$ cat src/rtl/aes_pkg.sv
// Shared constants and types for the AES core arbiter: job modes, block width
// and the arbiter state encoding.
package aes_pkg;

  localparam logic MODE_ENC    = 1'b0;
  localparam logic MODE_DEC    = 1'b1;
  localparam int   AES_BLOCK_W = 128;

  typedef enum logic [1:0] {
    IDLE   = 2'd0,
    LAUNCH = 2'd1,
    WAIT   = 2'd2,
    RESP   = 2'd3
  } arb_state_t;

  // A one-hot grant maps to the mode of the channel it selects.
  function automatic logic grant_mode(input logic [1:0] grant);
    return grant[1] ? MODE_DEC : MODE_ENC;
  endfunction

endpackage

$ cat src/rtl/aes_core_arbiter_if.sv
// Signal bundle between the two request channels, the shared AES core and the
// response consumer. The arbiter uses the slave view, its environment the master view.
interface aes_core_arbiter_if
  import aes_pkg::*;
#(
  parameter int DATA_W = AES_BLOCK_W
);

  logic              enc_req_valid;
  logic              enc_req_ready;
  logic [DATA_W-1:0] enc_req_data;
  logic [DATA_W-1:0] enc_req_key;
  logic              dec_req_valid;
  logic              dec_req_ready;
  logic [DATA_W-1:0] dec_req_data;
  logic [DATA_W-1:0] dec_req_key;
  logic              core_start;
  logic              core_mode;
  logic [DATA_W-1:0] core_data;
  logic [DATA_W-1:0] core_key;
  logic              core_done;
  logic [DATA_W-1:0] core_result;
  logic              rsp_valid;
  logic              rsp_ready;
  logic [DATA_W-1:0] rsp_data;
  logic              rsp_tag;
  logic              rsp_err;
  logic              busy;

  modport slave (
    input  enc_req_valid, enc_req_data, enc_req_key,
           dec_req_valid, dec_req_data, dec_req_key,
           core_done, core_result, rsp_ready,
    output enc_req_ready, dec_req_ready,
           core_start, core_mode, core_data, core_key,
           rsp_valid, rsp_data, rsp_tag, rsp_err, busy
  );

  modport master (
    output enc_req_valid, enc_req_data, enc_req_key,
           dec_req_valid, dec_req_data, dec_req_key,
           core_done, core_result, rsp_ready,
    input  enc_req_ready, dec_req_ready,
           core_start, core_mode, core_data, core_key,
           rsp_valid, rsp_data, rsp_tag, rsp_err, busy
  );

endinterface

$ cat src/rtl/aes_core_arbiter_rr.sv
// Two-request round-robin grant: a lone request wins outright, a contested
// pair goes to the channel that was not granted last.
module rr_arbiter2
  import aes_pkg::*;
(
  input  logic [1:0] req,
  input  logic       last_grant,
  output logic [1:0] grant
);

  // Pure combinational grant selection.
  always_comb begin
    grant = 2'b00;
    case (req)
      2'b01:   grant = 2'b01;
      2'b10:   grant = 2'b10;
      2'b11:   grant = (last_grant == MODE_DEC) ? 2'b01 : 2'b10;
      default: grant = 2'b00;
    endcase
  end

endmodule

$ cat src/rtl/aes_core_arbiter.sv
// Shares one iterative AES-128 core between an encrypt and a decrypt channel:
// round-robin job intake, core launch, watchdog-guarded wait, tagged response.
module aes_core_arbiter
  import aes_pkg::*;
#(
  parameter int DATA_W         = AES_BLOCK_W,
  parameter int TIMEOUT_CYCLES = 64
) (
  input logic               clk,
  input logic               reset,
  aes_core_arbiter_if.slave bus
);

  localparam int WD_W = $clog2(TIMEOUT_CYCLES);
  // Abort fires on the WAIT edge where the counter steps to TIMEOUT_CYCLES-1.
  localparam logic [WD_W-1:0] WD_LAST = WD_W'(TIMEOUT_CYCLES - 2);

  arb_state_t        state;
  logic              last_grant;
  logic [1:0]        grant;
  logic              enc_ready;
  logic              dec_ready;
  logic              start_pulse;
  logic              job_mode;
  logic [DATA_W-1:0] job_data;
  logic [DATA_W-1:0] job_key;
  logic [WD_W-1:0]   wdog;
  logic              rsp_pending;
  logic [DATA_W-1:0] rsp_result;
  logic              rsp_mode;
  logic              rsp_fault;
  logic              active;

  rr_arbiter2 u_rr (
    .req        ({bus.dec_req_valid, bus.enc_req_valid}),
    .last_grant (last_grant),
    .grant      (grant)
  );

  // Ready is offered only to the granted channel, and only while idle.
  always_comb begin
    enc_ready = 1'b0;
    dec_ready = 1'b0;
    if (!reset && state == IDLE) begin
      enc_ready = grant[0];
      dec_ready = grant[1];
    end else begin
      enc_ready = 1'b0;
      dec_ready = 1'b0;
    end
  end

  // Job FSM with job registers, watchdog and registered response/core outputs.
  always_ff @(posedge clk) begin
    if (reset) begin
      state       <= IDLE;
      last_grant  <= MODE_DEC;
      start_pulse <= 1'b0;
      job_mode    <= MODE_ENC;
      job_data    <= {DATA_W{1'b0}};
      job_key     <= {DATA_W{1'b0}};
      wdog        <= {WD_W{1'b0}};
      rsp_pending <= 1'b0;
      rsp_result  <= {DATA_W{1'b0}};
      rsp_mode    <= 1'b0;
      rsp_fault   <= 1'b0;
      active      <= 1'b0;
    end else begin
      start_pulse <= 1'b0;
      case (state)
        IDLE: begin
          if (grant != 2'b00) begin
            job_mode    <= grant_mode(grant);
            job_data    <= grant[1] ? bus.dec_req_data : bus.enc_req_data;
            job_key     <= grant[1] ? bus.dec_req_key  : bus.enc_req_key;
            last_grant  <= grant_mode(grant);
            start_pulse <= 1'b1;
            active      <= 1'b1;
            state       <= LAUNCH;
          end
        end
        LAUNCH: begin
          wdog  <= {WD_W{1'b0}};
          state <= WAIT;
        end
        WAIT: begin
          wdog <= wdog + WD_W'(1);
          if (bus.core_done) begin
            rsp_result  <= bus.core_result;
            rsp_fault   <= 1'b0;
            rsp_mode    <= job_mode;
            rsp_pending <= 1'b1;
            state       <= RESP;
          end else if (wdog == WD_LAST) begin
            rsp_result  <= {DATA_W{1'b0}};
            rsp_fault   <= 1'b1;
            rsp_mode    <= job_mode;
            rsp_pending <= 1'b1;
            state       <= RESP;
          end
        end
        RESP: begin
          if (bus.rsp_ready) begin
            rsp_pending <= 1'b0;
            active      <= 1'b0;
            state       <= IDLE;
          end
        end
        default: begin
          rsp_pending <= 1'b0;
          active      <= 1'b0;
          state       <= IDLE;
        end
      endcase
    end
  end

  assign bus.enc_req_ready = enc_ready;
  assign bus.dec_req_ready = dec_ready;
  assign bus.core_start    = start_pulse;
  assign bus.core_mode     = job_mode;
  assign bus.core_data     = job_data;
  assign bus.core_key      = job_key;
  assign bus.rsp_valid     = rsp_pending;
  assign bus.rsp_data      = rsp_result;
  assign bus.rsp_tag       = rsp_mode;
  assign bus.rsp_err       = rsp_fault;
  assign bus.busy          = active;

endmodule

$ cat src/flat_wrapper.sv
// flat-port wrapper written by rule: the top's interface ports become plain ports
module aes_core_arbiter_flat import aes_pkg::*;
#(
  parameter int DATA_W         = AES_BLOCK_W,
  parameter int TIMEOUT_CYCLES = 64
)
  (clk, reset, bus_enc_req_valid, bus_enc_req_data, bus_enc_req_key, bus_dec_req_valid, bus_dec_req_data, bus_dec_req_key, bus_core_done, bus_core_result, bus_rsp_ready, bus_enc_req_ready, bus_dec_req_ready, bus_core_start, bus_core_mode, bus_core_data, bus_core_key, bus_rsp_valid, bus_rsp_data, bus_rsp_tag, bus_rsp_err, bus_busy);
  aes_core_arbiter_if #(.DATA_W(DATA_W)) bus_i ();
  input logic clk;
  input logic reset;
  input wire logic [$bits(bus_i.enc_req_valid)-1:0] bus_enc_req_valid;
  input wire logic [$bits(bus_i.enc_req_data)-1:0] bus_enc_req_data;
  input wire logic [$bits(bus_i.enc_req_key)-1:0] bus_enc_req_key;
  input wire logic [$bits(bus_i.dec_req_valid)-1:0] bus_dec_req_valid;
  input wire logic [$bits(bus_i.dec_req_data)-1:0] bus_dec_req_data;
  input wire logic [$bits(bus_i.dec_req_key)-1:0] bus_dec_req_key;
  input wire logic [$bits(bus_i.core_done)-1:0] bus_core_done;
  input wire logic [$bits(bus_i.core_result)-1:0] bus_core_result;
  input wire logic [$bits(bus_i.rsp_ready)-1:0] bus_rsp_ready;
  output wire logic [$bits(bus_i.enc_req_ready)-1:0] bus_enc_req_ready;
  output wire logic [$bits(bus_i.dec_req_ready)-1:0] bus_dec_req_ready;
  output wire logic [$bits(bus_i.core_start)-1:0] bus_core_start;
  output wire logic [$bits(bus_i.core_mode)-1:0] bus_core_mode;
  output wire logic [$bits(bus_i.core_data)-1:0] bus_core_data;
  output wire logic [$bits(bus_i.core_key)-1:0] bus_core_key;
  output wire logic [$bits(bus_i.rsp_valid)-1:0] bus_rsp_valid;
  output wire logic [$bits(bus_i.rsp_data)-1:0] bus_rsp_data;
  output wire logic [$bits(bus_i.rsp_tag)-1:0] bus_rsp_tag;
  output wire logic [$bits(bus_i.rsp_err)-1:0] bus_rsp_err;
  output wire logic [$bits(bus_i.busy)-1:0] bus_busy;
  assign bus_i.enc_req_valid = bus_enc_req_valid;
  assign bus_i.enc_req_data = bus_enc_req_data;
  assign bus_i.enc_req_key = bus_enc_req_key;
  assign bus_i.dec_req_valid = bus_dec_req_valid;
  assign bus_i.dec_req_data = bus_dec_req_data;
  assign bus_i.dec_req_key = bus_dec_req_key;
  assign bus_i.core_done = bus_core_done;
  assign bus_i.core_result = bus_core_result;
  assign bus_i.rsp_ready = bus_rsp_ready;
  assign bus_enc_req_ready = bus_i.enc_req_ready;
  assign bus_dec_req_ready = bus_i.dec_req_ready;
  assign bus_core_start = bus_i.core_start;
  assign bus_core_mode = bus_i.core_mode;
  assign bus_core_data = bus_i.core_data;
  assign bus_core_key = bus_i.core_key;
  assign bus_rsp_valid = bus_i.rsp_valid;
  assign bus_rsp_data = bus_i.rsp_data;
  assign bus_rsp_tag = bus_i.rsp_tag;
  assign bus_rsp_err = bus_i.rsp_err;
  assign bus_busy = bus_i.busy;
  aes_core_arbiter #(.DATA_W(DATA_W), .TIMEOUT_CYCLES(TIMEOUT_CYCLES)) u_core (.clk(clk), .reset(reset), .bus(bus_i));
endmodule
$ cat config.mk
export PLATFORM = sky130hd
export DESIGN_NAME = aes_core_arbiter_flat
export DESIGN_NICKNAME = d
export VERILOG_FILES = /design/src/rtl/aes_pkg.sv /design/src/rtl/aes_core_arbiter_if.sv /design/src/rtl/aes_core_arbiter_rr.sv /design/src/rtl/aes_core_arbiter.sv /design/src/flat_wrapper.sv
export SDC_FILE = /design/constraint.sdc
export NUM_CORES = 1
export LEC_CHECK = 0
export ABC_AREA = 1
export CAP_MARGIN = 15
export CORE_AREA = 8 8 393 395
export DETAILED_ROUTE_END_ITERATION = 12
export DIE_AREA = 0 0 401 403
export PLACE_DENSITY = 0.42
export SKIP_CTS_REPAIR_TIMING = 1
export SYNTH_ARGS = -nofsm -noshare
export SYNTH_HDL_FRONTEND = slang
export SYNTH_SLANG_ARGS = --single-unit
$ cat constraint.sdc
create_clock -name clk -period 1.9 [get_ports clk]
set_clock_uncertainty 0.05 [all_clocks]
set_input_delay 0.38 -clock clk [delete_from_list [all_inputs] [get_ports clk]]
set_output_delay 0.38 -clock clk [all_outputs]
set_load 0.05 [all_outputs]
==> impl_metrics.yaml, run 1 <==
run_status:
  outcome: "finished, violations left"
  violations: "setup timing"
global_route:
  grt_pass1_wl_um: 165000
  antenna_found_initial: 42
  grt_pass1_vias: 20200
  grt_use_total: 0.142
  grt_overflow: 0
  grt_max_degree: 59
routing:
  drtPass1Iterations: 6
  vias: 19800
  drc_errors: 0
  wl_per_cell_um: 23.8
  routed_wl_um: 122000
  ant_nets: 0
  vias_per_cell: 3.87
  dr.first_iter.drc_count: 1255
worst_setup_path:
  max_stage_delay_ps: 330
  worst-path-max-fanout: 3
  critical_path_arrival_ps: 1730
  critPathSlowestCell: "dfxtp_2"
  critical_path.cell_chain: "inv_2 -> ha_4 -> inv_6 -> nor2_4 -> inv_4 -> nor2_4 -> buf_12"
  worst_ep_required_time_ps: 1470
  startpoint_type: "flip-flop"
  path_common_cell: "nor2_4"
  cp-end-kind: "primary output"
  worstSetupPathType: "reg -> out"
sta:
  maxSlewHeadroom: 0.774
  fmax_ghz: 0.463
  layout_setup_ws_ps: -260
  rsz0062_at_grt: "true"
  worst_pin_slew_ps: 340
  fin_crit_sh: 1.14
  setup_viol: 2
  period_minus_slack_ps: 2160
  hold_viol_final: 0
  drv_slew: 0
placement:
  port_buffers: 1037
  place_ws_ps: -286
  place_congestion: 0.833
  hpwl_um: 98500
cts:
  clk_latency_ps: 630
  clock_sinks: 399
  cts_inserted_buffers: 56
  cts_tree: "yes"
  cts.path.max_buffers: 3
  clock-root-buffer: "clkbuf_16"
  clk_pin_slew_ps: 50
  cts-htree-levels: 2
logic_synthesis:
  syn_inst: 2112
  yosysTopAreaCellShare: 0.495
  yosysUniqueCellTypes: 22
  yosys_warnings: 0
  synth_nets: 2764
  synthTopCellsByArea: "dfxtp_1 (49%), nand2_1 (12%), a31oi_1 (9.9%)"
  syn_area_um2: 16100
  synth-seq-area-share: 0.495
  async_reset_ff_frac: 0
  avgSynthCellArea_um2: 7.65
  synth_seq_cells: 399
  yosys-top-cells-count: "nand2_1 (536), dfxtp_1 (399), nand3_1 (263), a31oi_1 (256), o21ai_0 (190)"
  synth_edf_count: 0
  synth_most_common_cell: "nand2_1"
  synthFlopType: "dfxtp_1"
  synth_top_cell_by_area: "dfxtp_1"
die:
  die_h_um: 403
  initial_utilization: 0.109
  core.rowCount: 142
  dieWidth_um: 401
  ioPinCount: 1038
  fp.coreArea_um2: 149000
  dieArea_um2: 162000
run:
  cap_viol_max_count: 0
pwr:
  p_per_area_nw_per_um2: 1440
  vdd_drop_max_uv: 841
  total_power_mw: 44.3
  leakage_nw: 11.9
min_path:
  holdCritPathClass: "in -> reg"
final_layout:
  drive_gt1_frac: 0.198
  final_nets: 3771
  area_delta_synth_final_pct: 91.0
-- metrics by stage --
| stage | instance area [µm²] | setup TNS [ps] | std cells | util | hold slack, ps |
|---|---|---|---|---|---|
| after CTS | 30700 | -1330 | 5101 | 0.207 | -19.5 |
| after floorplan | 16200 | 0 | 2112 | - | 389 |
| after detailed placement | 28800 | -29900 | 5002 | 0.194 | 397 |
| after global routing | 30800 | -712 | 5109 | 0.207 | 28.8 |
| after global placement | 28800 | -25670 | 5002 | 0.194 | 391 |
| final | 30800 | -438 | 5121 | 0.208 | 51.8 |
-- final timing paths --
check	start	end	slack, ps	cells after the start
max	u_core.state[1]	bus_dec_req_ready	-260	7
min	reset	u_core.wdog[1]	50	2
max reg2reg	u_core.state[1]	u_core.bus.core_key[49]	140	9
min reg2reg	u_core.bus.rsp_err	u_core.bus.rsp_err	400	2
-- placed cells by master (no fill, tap or decap), drive strengths merged --
master         count
nand3            263
o21bai             2
ha                 6
nand4              1
inv               17
clkinvlp           1
o21ai            261
clkinv            11
bufinv             8
nand2            538
clkdlybuf4s50    643
a31oi            256
nor2              13
dfxtp            399
clkbuf            78
diode             17
buf              520
a21oi            142
o211ai             1
-- cell type report --
type                    count  area, µm²
clock inverters            21        327
inverters                  16       80.1
flip-flops and latches    399       7990
well taps                1944       2430
clock buffers              78       1580
diodes                     17       42.5
fillers                 16600     118000
multi-input cells        1483       7210
repair buffers           1163      11200
-- worst max-delay path, delay by kind of cell, from the launching register on --
| kind | cells | cell delay [ps] |
|---|---|---|
| adders and majority gates | 1 | 160 |
| DFF | 1 | 330 |
| buffers and inverters | 4 | 330 |
| and+or+nand+nor | 2 | 270 |
-- power breakdown --
part / switching (mW) / leakage (nW) / total (mW) / internal (mW)
combinational: 14.1 / 7.71 / 21.0 / 6.92
clock: 4.38 / 0.940 / 11.2 / 6.85
sequential: 1.49 / 3.28 / 12.0 / 10.6
-- cells by family after synthesis --
group / after synthesis / synth area share
buffers and inverters: 230 / 0.0632
AO/OA/AOI/OAI: 662 / 0.226
adder cells (fa/ha/maj): 6 / 0.00465
AND/OR/NAND/NOR: 815 / 0.212
flip-flops: 399 / 0.495
-- flip-flops by register name, summed over array words and instances (netlist names) --
| register | cells |
|---|---|
| u_core.bus.core_mode | 1 |
| u_core.bus.busy | 1 |
| u_core.bus.core_data | 128 |
| u_core.bus.core_start | 1 |
| u_core.bus.rsp_valid | 1 |
| u_core.bus.rsp_data | 128 |
| u_core.last_grant | 1 |
| u_core.bus.rsp_tag | 1 |
| u_core.bus.core_key | 128 |
| u_core.state | 2 |
| u_core.bus.rsp_err | 1 |
| u_core.wdog | 6 |
-- per-layer routing --
metal / global-route usage / vias up / share of wire
li1: - / 9452 / -
met1: 0.162 / 9471 / 0.39
met2: 0.252 / 739 / 0.50
met3: 0.0538 / 139 / 0.089
met4: 0.0271 / 6 / 0.020
met5: 0 / - / 0.00030
Power figures use the tool's default switching activity.
==> run 2, diff against run 1 <==
--- a/config.mk
+++ b/config.mk
@@ -10,6 +10,7 @@
 export CORE_AREA = 8 8 393 395
 export DETAILED_ROUTE_END_ITERATION = 12
 export DIE_AREA = 0 0 401 403
+export GPL_TIMING_DRIVEN = 0
 export PLACE_DENSITY = 0.42
 export SKIP_CTS_REPAIR_TIMING = 1
 export SYNTH_ARGS = -nofsm -noshare
==> impl_metrics.yaml, run 2 (synthesized netlist as in run 1, its figures left out) <==
run_status:
  outcome: "finished, violations left"
  violations: "setup timing"
worst_setup_path:
  max_stage_delay_ps: 340
  critical_path.cell_chain: "inv_2 -> ha_4 -> inv_4 -> nor2_4 -> inv_4 -> nor2_4 -> buf_12"
  worst-path-max-fanout: 4
  worst_ep_required_time_ps: 1470
  critPathSlowestCell: "dfxtp_2"
  cp-end-kind: "primary output"
  critical_path_arrival_ps: 1750
  worstSetupPathType: "reg -> out"
  startpoint_type: "flip-flop"
cts:
  clk_latency_ps: 650
  clock-root-buffer: "clkbuf_16"
  clock_sinks: 399
  cts.path.max_buffers: 3
  cts_tree: "yes"
  cts-htree-levels: 2
  cts_inserted_buffers: 53
  clk_pin_slew_ps: 60
run:
  cap_viol_max_count: 0
sta:
  fmax_ghz: 0.459
  maxSlewHeadroom: 0.383
  drv_slew: 0
  fin_crit_sh: 1.15
  rsz0062_at_grt: "true"
  hold_viol_final: 0
  timing.hold.ws_ps: 235
  setup_viol: 2
  worst_pin_slew_ps: 925
  layout_setup_ws_ps: -277
  period_minus_slack_ps: 2180
pwr:
  p_per_area_nw_per_um2: 1470
  leakage_nw: 12.0
  vdd_drop_max_uv: 689
final_layout:
  layout.area.seq_um2: 7990
  final_cell_mix: "clkdlybuf4s50_1 (643), nand2_1 (532), dfxtp_1 (394)"
  multi_input_area_um2: 7210
  area_delta_synth_final_pct: 83.7
  final_common_cell: "clkdlybuf4s50_1"
  final_nets: 3863
  fillers: 16900
  drive_gt1_frac: 0.191
die:
  ioPinCount: 1038
  core.rowCount: 142
  dieArea_um2: 162000
  fp.coreArea_um2: 149000
  dieWidth_um: 401
  die_h_um: 403
  initial_utilization: 0.109
global_route:
  grt_pass1_wl_um: 191000
  grt_max_degree: 15
  antenna_found_initial: 50
  grt_use_total: 0.169
  grt_pass1_vias: 21400
  grt_overflow: 0
routing:
  drc_errors: 0
  vias: 20800
  wl_per_cell_um: 27.8
  ant_nets: 0
  dr.first_iter.drc_count: 1164
  vias_per_cell: 3.99
  drtPass1Iterations: 5
  routed_wl_um: 145000
placement:
  port_buffers: 1035
  place_congestion: 0.873
  place_ws_ps: -1840
  hpwl_um: 121000
min_path:
  holdCritPathClass: "in -> reg"
==> run 2: where the power goes <==
group / internal [mW] / switching, mW
sequential: 10.6 / 1.42
combinational: 5.48 / 15.6
clock: 6.06 / 4.54
total: 22.1 / 21.5
==> run 2: through the flow <==
step                area [µm²]  TNS [ps]  total power [mW]   util  std cells
global route             29600      -961              45.6  0.200       5206
global placement         28900   -294360              34.3  0.195       5091
finish                   29700      -552              43.6  0.200       5217
floorplan                16200         0              23.8      -       2112
CTS                      30800   -372310              45.2  0.207       5193
detailed placement       29000   -290930              34.2  0.195       5094
==> run 2: worst paths after layout <==
path,from,end,slack [ps],cells past startpoint
setup / recovery,u_core.state[1],bus_dec_req_ready,-280,7
hold / removal,bus_core_result[78],u_core.bus.rsp_data[78],230,3
setup reg to reg,u_core.state[1],u_core.bus.core_data[0],80,8
hold reg to reg,u_core.bus.rsp_err,u_core.bus.rsp_err,400,2
==> run 2: layout make-up <==
class,instances,share of cell area
well taps,1944,0.0820
diodes,18,0.00152
plain buffers,213,0.0436
multi-input cells,1483,0.243
flip-flops and latches,399,0.269
clock buffers,78,0.0533
repair buffers,1045,0.298
inverters,16,0.00219
clock inverters,21,0.00700
==> run 2: layer usage <==
metal  up-vias  track usage  share of wire
li1       9650            -              -
met1     10000        0.190           0.38
met2       938        0.303           0.50
met3       183       0.0634          0.090
met4         4       0.0366          0.028
met5         -            0        0.00019
==> run 2: worst max-delay path, delay by kind of cell, from the launching register on <==
kind                       cells  cell delay, ps
DFF                            1             340
and+or+nand+nor                2             200
adders and majority gates      1             170
buffers and inverters          4             360
==> run 3, diff against run 2 <==
==> constraint.sdc (replaced) <==
create_clock -name clk -period 2.58 [get_ports clk]
set_clock_uncertainty 0.05 [all_clocks]
set_input_delay 0.516 -clock clk [delete_from_list [all_inputs] [get_ports clk]]
set_output_delay 0.516 -clock clk [all_outputs]
set_load 0.05 [all_outputs]
==> impl_metrics.yaml, run 3 (synthesized netlist as in run 1, its figures left out) <==
run_status:
  outcome: "finished clean"
worst_setup_path:
  critPathSlowestCell: "clkdlybuf4s50_1"
  worst_ep_required_time_ps: 2010
  cp-end-kind: "primary output"
  max_stage_delay_ps: 510
  startpoint_type: "input port"
  cp_top_family: "buffers and inverters"
  critical_path_arrival_ps: 2000
  crit_buf_inv: 3
  worst-path-max-fanout: 10
  worstSetupPathType: "in -> out"
  critical_path.cell_chain: "clkdlybuf4s50_1 -> nand2_4 -> nand2_2 -> buf_8 -> nor2_1 -> buf_4"
global_route:
  grt_overflow: 0
  grt_use_total: 0.173
  grt_pass1_vias: 21400
  antenna_found_initial: 52
  grt_pass1_wl_um: 195000
  grt_max_degree: 17
placement:
  place_ws_ps: -1410
  place_congestion: 0.893
  port_buffers: 1035
  hpwl_um: 124000
routing:
  ant_nets: 0
  drtPass1Iterations: 6
  vias: 20900
  dr.first_iter.drc_count: 1373
  drc_errors: 0
  vias_per_cell: 4.00
  routed_wl_um: 148000
  wl_per_cell_um: 28.4
final_layout:
  fin_util: 0.210
  final_cell_mix: "clkdlybuf4s50_1 (968), nand2_1 (536), dfxtp_1 (399)"
  fillers: 16700
  drive_gt1_frac: 0.0686
  final_nets: 3858
  final_common_cell: "clkdlybuf4s50_1"
  area_delta_synth_final_pct: 93.2
sta:
  timing.hold.ws_ps: 364
  period_minus_slack_ps: 2560
  setup_viol: 0
  maxSlewHeadroom: 0.305
  layout_setup_ws_ps: 15.8
  rsz0062_at_grt: "true"
  worst_pin_slew_ps: 1040
  fin_crit_sh: 0.994
  fmax_ghz: 0.390
  drv_slew: 0
  hold_viol_final: 0
die:
  core.rowCount: 142
  fp.coreArea_um2: 149000
  die_h_um: 403
  dieWidth_um: 401
  dieArea_um2: 162000
  ioPinCount: 1038
  initial_utilization: 0.109
pwr:
  leakage_nw: 12.0
  vdd_drop_max_uv: 493
  total_power_mw: 33.6
  p_per_area_nw_per_um2: 1080
cts:
  cts.path.max_buffers: 3
  clock_sinks: 399
  cts_inserted_buffers: 55
  clock-root-buffer: "clkbuf_16"
  cts-htree-levels: 2
  clk_pin_slew_ps: 60
  cts_tree: "yes"
  clk_latency_ps: 660
run:
  cap_viol_max_count: 0
min_path:
  holdCritPathClass: "in -> reg"
## run 3: report_power, final
part / switching, mW / internal (mW)
Combinational: 11.6 / 4.85
Clock: 3.42 / 5.00
Sequential: 0.974 / 7.77
## run 3: path summary, 6_finish.rpt
kind,from,end,slack (ps),cells past startpoint
hold / removal,bus_core_result[83],u_core.bus.rsp_data[83],360,3
setup reg to reg,u_core.last_grant,u_core.bus.core_data[1],190,5
hold reg to reg,u_core.bus.rsp_err,u_core.bus.rsp_err,400,2
setup / recovery,bus_enc_req_valid,bus_dec_req_ready,20,6
## run 3: metrics by stage
stage | cells | area [µm²] | TNS, ps
after global routing | 5201 | 31100 | -80.7
after CTS | 5195 | 30900 | -22870
after floorplan | 2112 | 16100 | 0
final | 5218 | 31200 | 0
after global placement | 5091 | 28900 | -90970
after detailed placement | 5093 | 29000 | -100410
## run 3: cell type report
| class | instances | area (µm²) | share of cell area |
|---|---|---|---|
| timing repair buffer | 1037 | 10600 | 0.338 |
| sequential | 399 | 7990 | 0.256 |
| multi-input combinational | 1483 | 7160 | 0.230 |
| tap | 1944 | 2430 | 0.0780 |
| clock buffer | 80 | 1630 | 0.0523 |
| buffer | 214 | 985 | 0.0316 |
| clock inverter | 22 | 327 | 0.0105 |
| inverter | 16 | 60.1 | 0.00193 |
| antenna | 23 | 57.6 | 0.00185 |
## run 3: tightest hold or removal path, delay by kind of cell
| kind | cells | cell delay [ps] |
|---|---|---|
| compound gates | 1 | 50 |
| simple gates | 1 | 60 |
| buf+inv | 1 | 390 |
## run 3: per-layer routing
layer / routed length, µm / track usage / vias to the layer above
li1: - / - / 9628
met1: 55900 / 0.192 / 10100
met2: 74200 / 0.312 / 924
met3: 14400 / 0.0694 / 186
met4: 3720 / 0.0363 / 22
met5: 153 / 0 / -
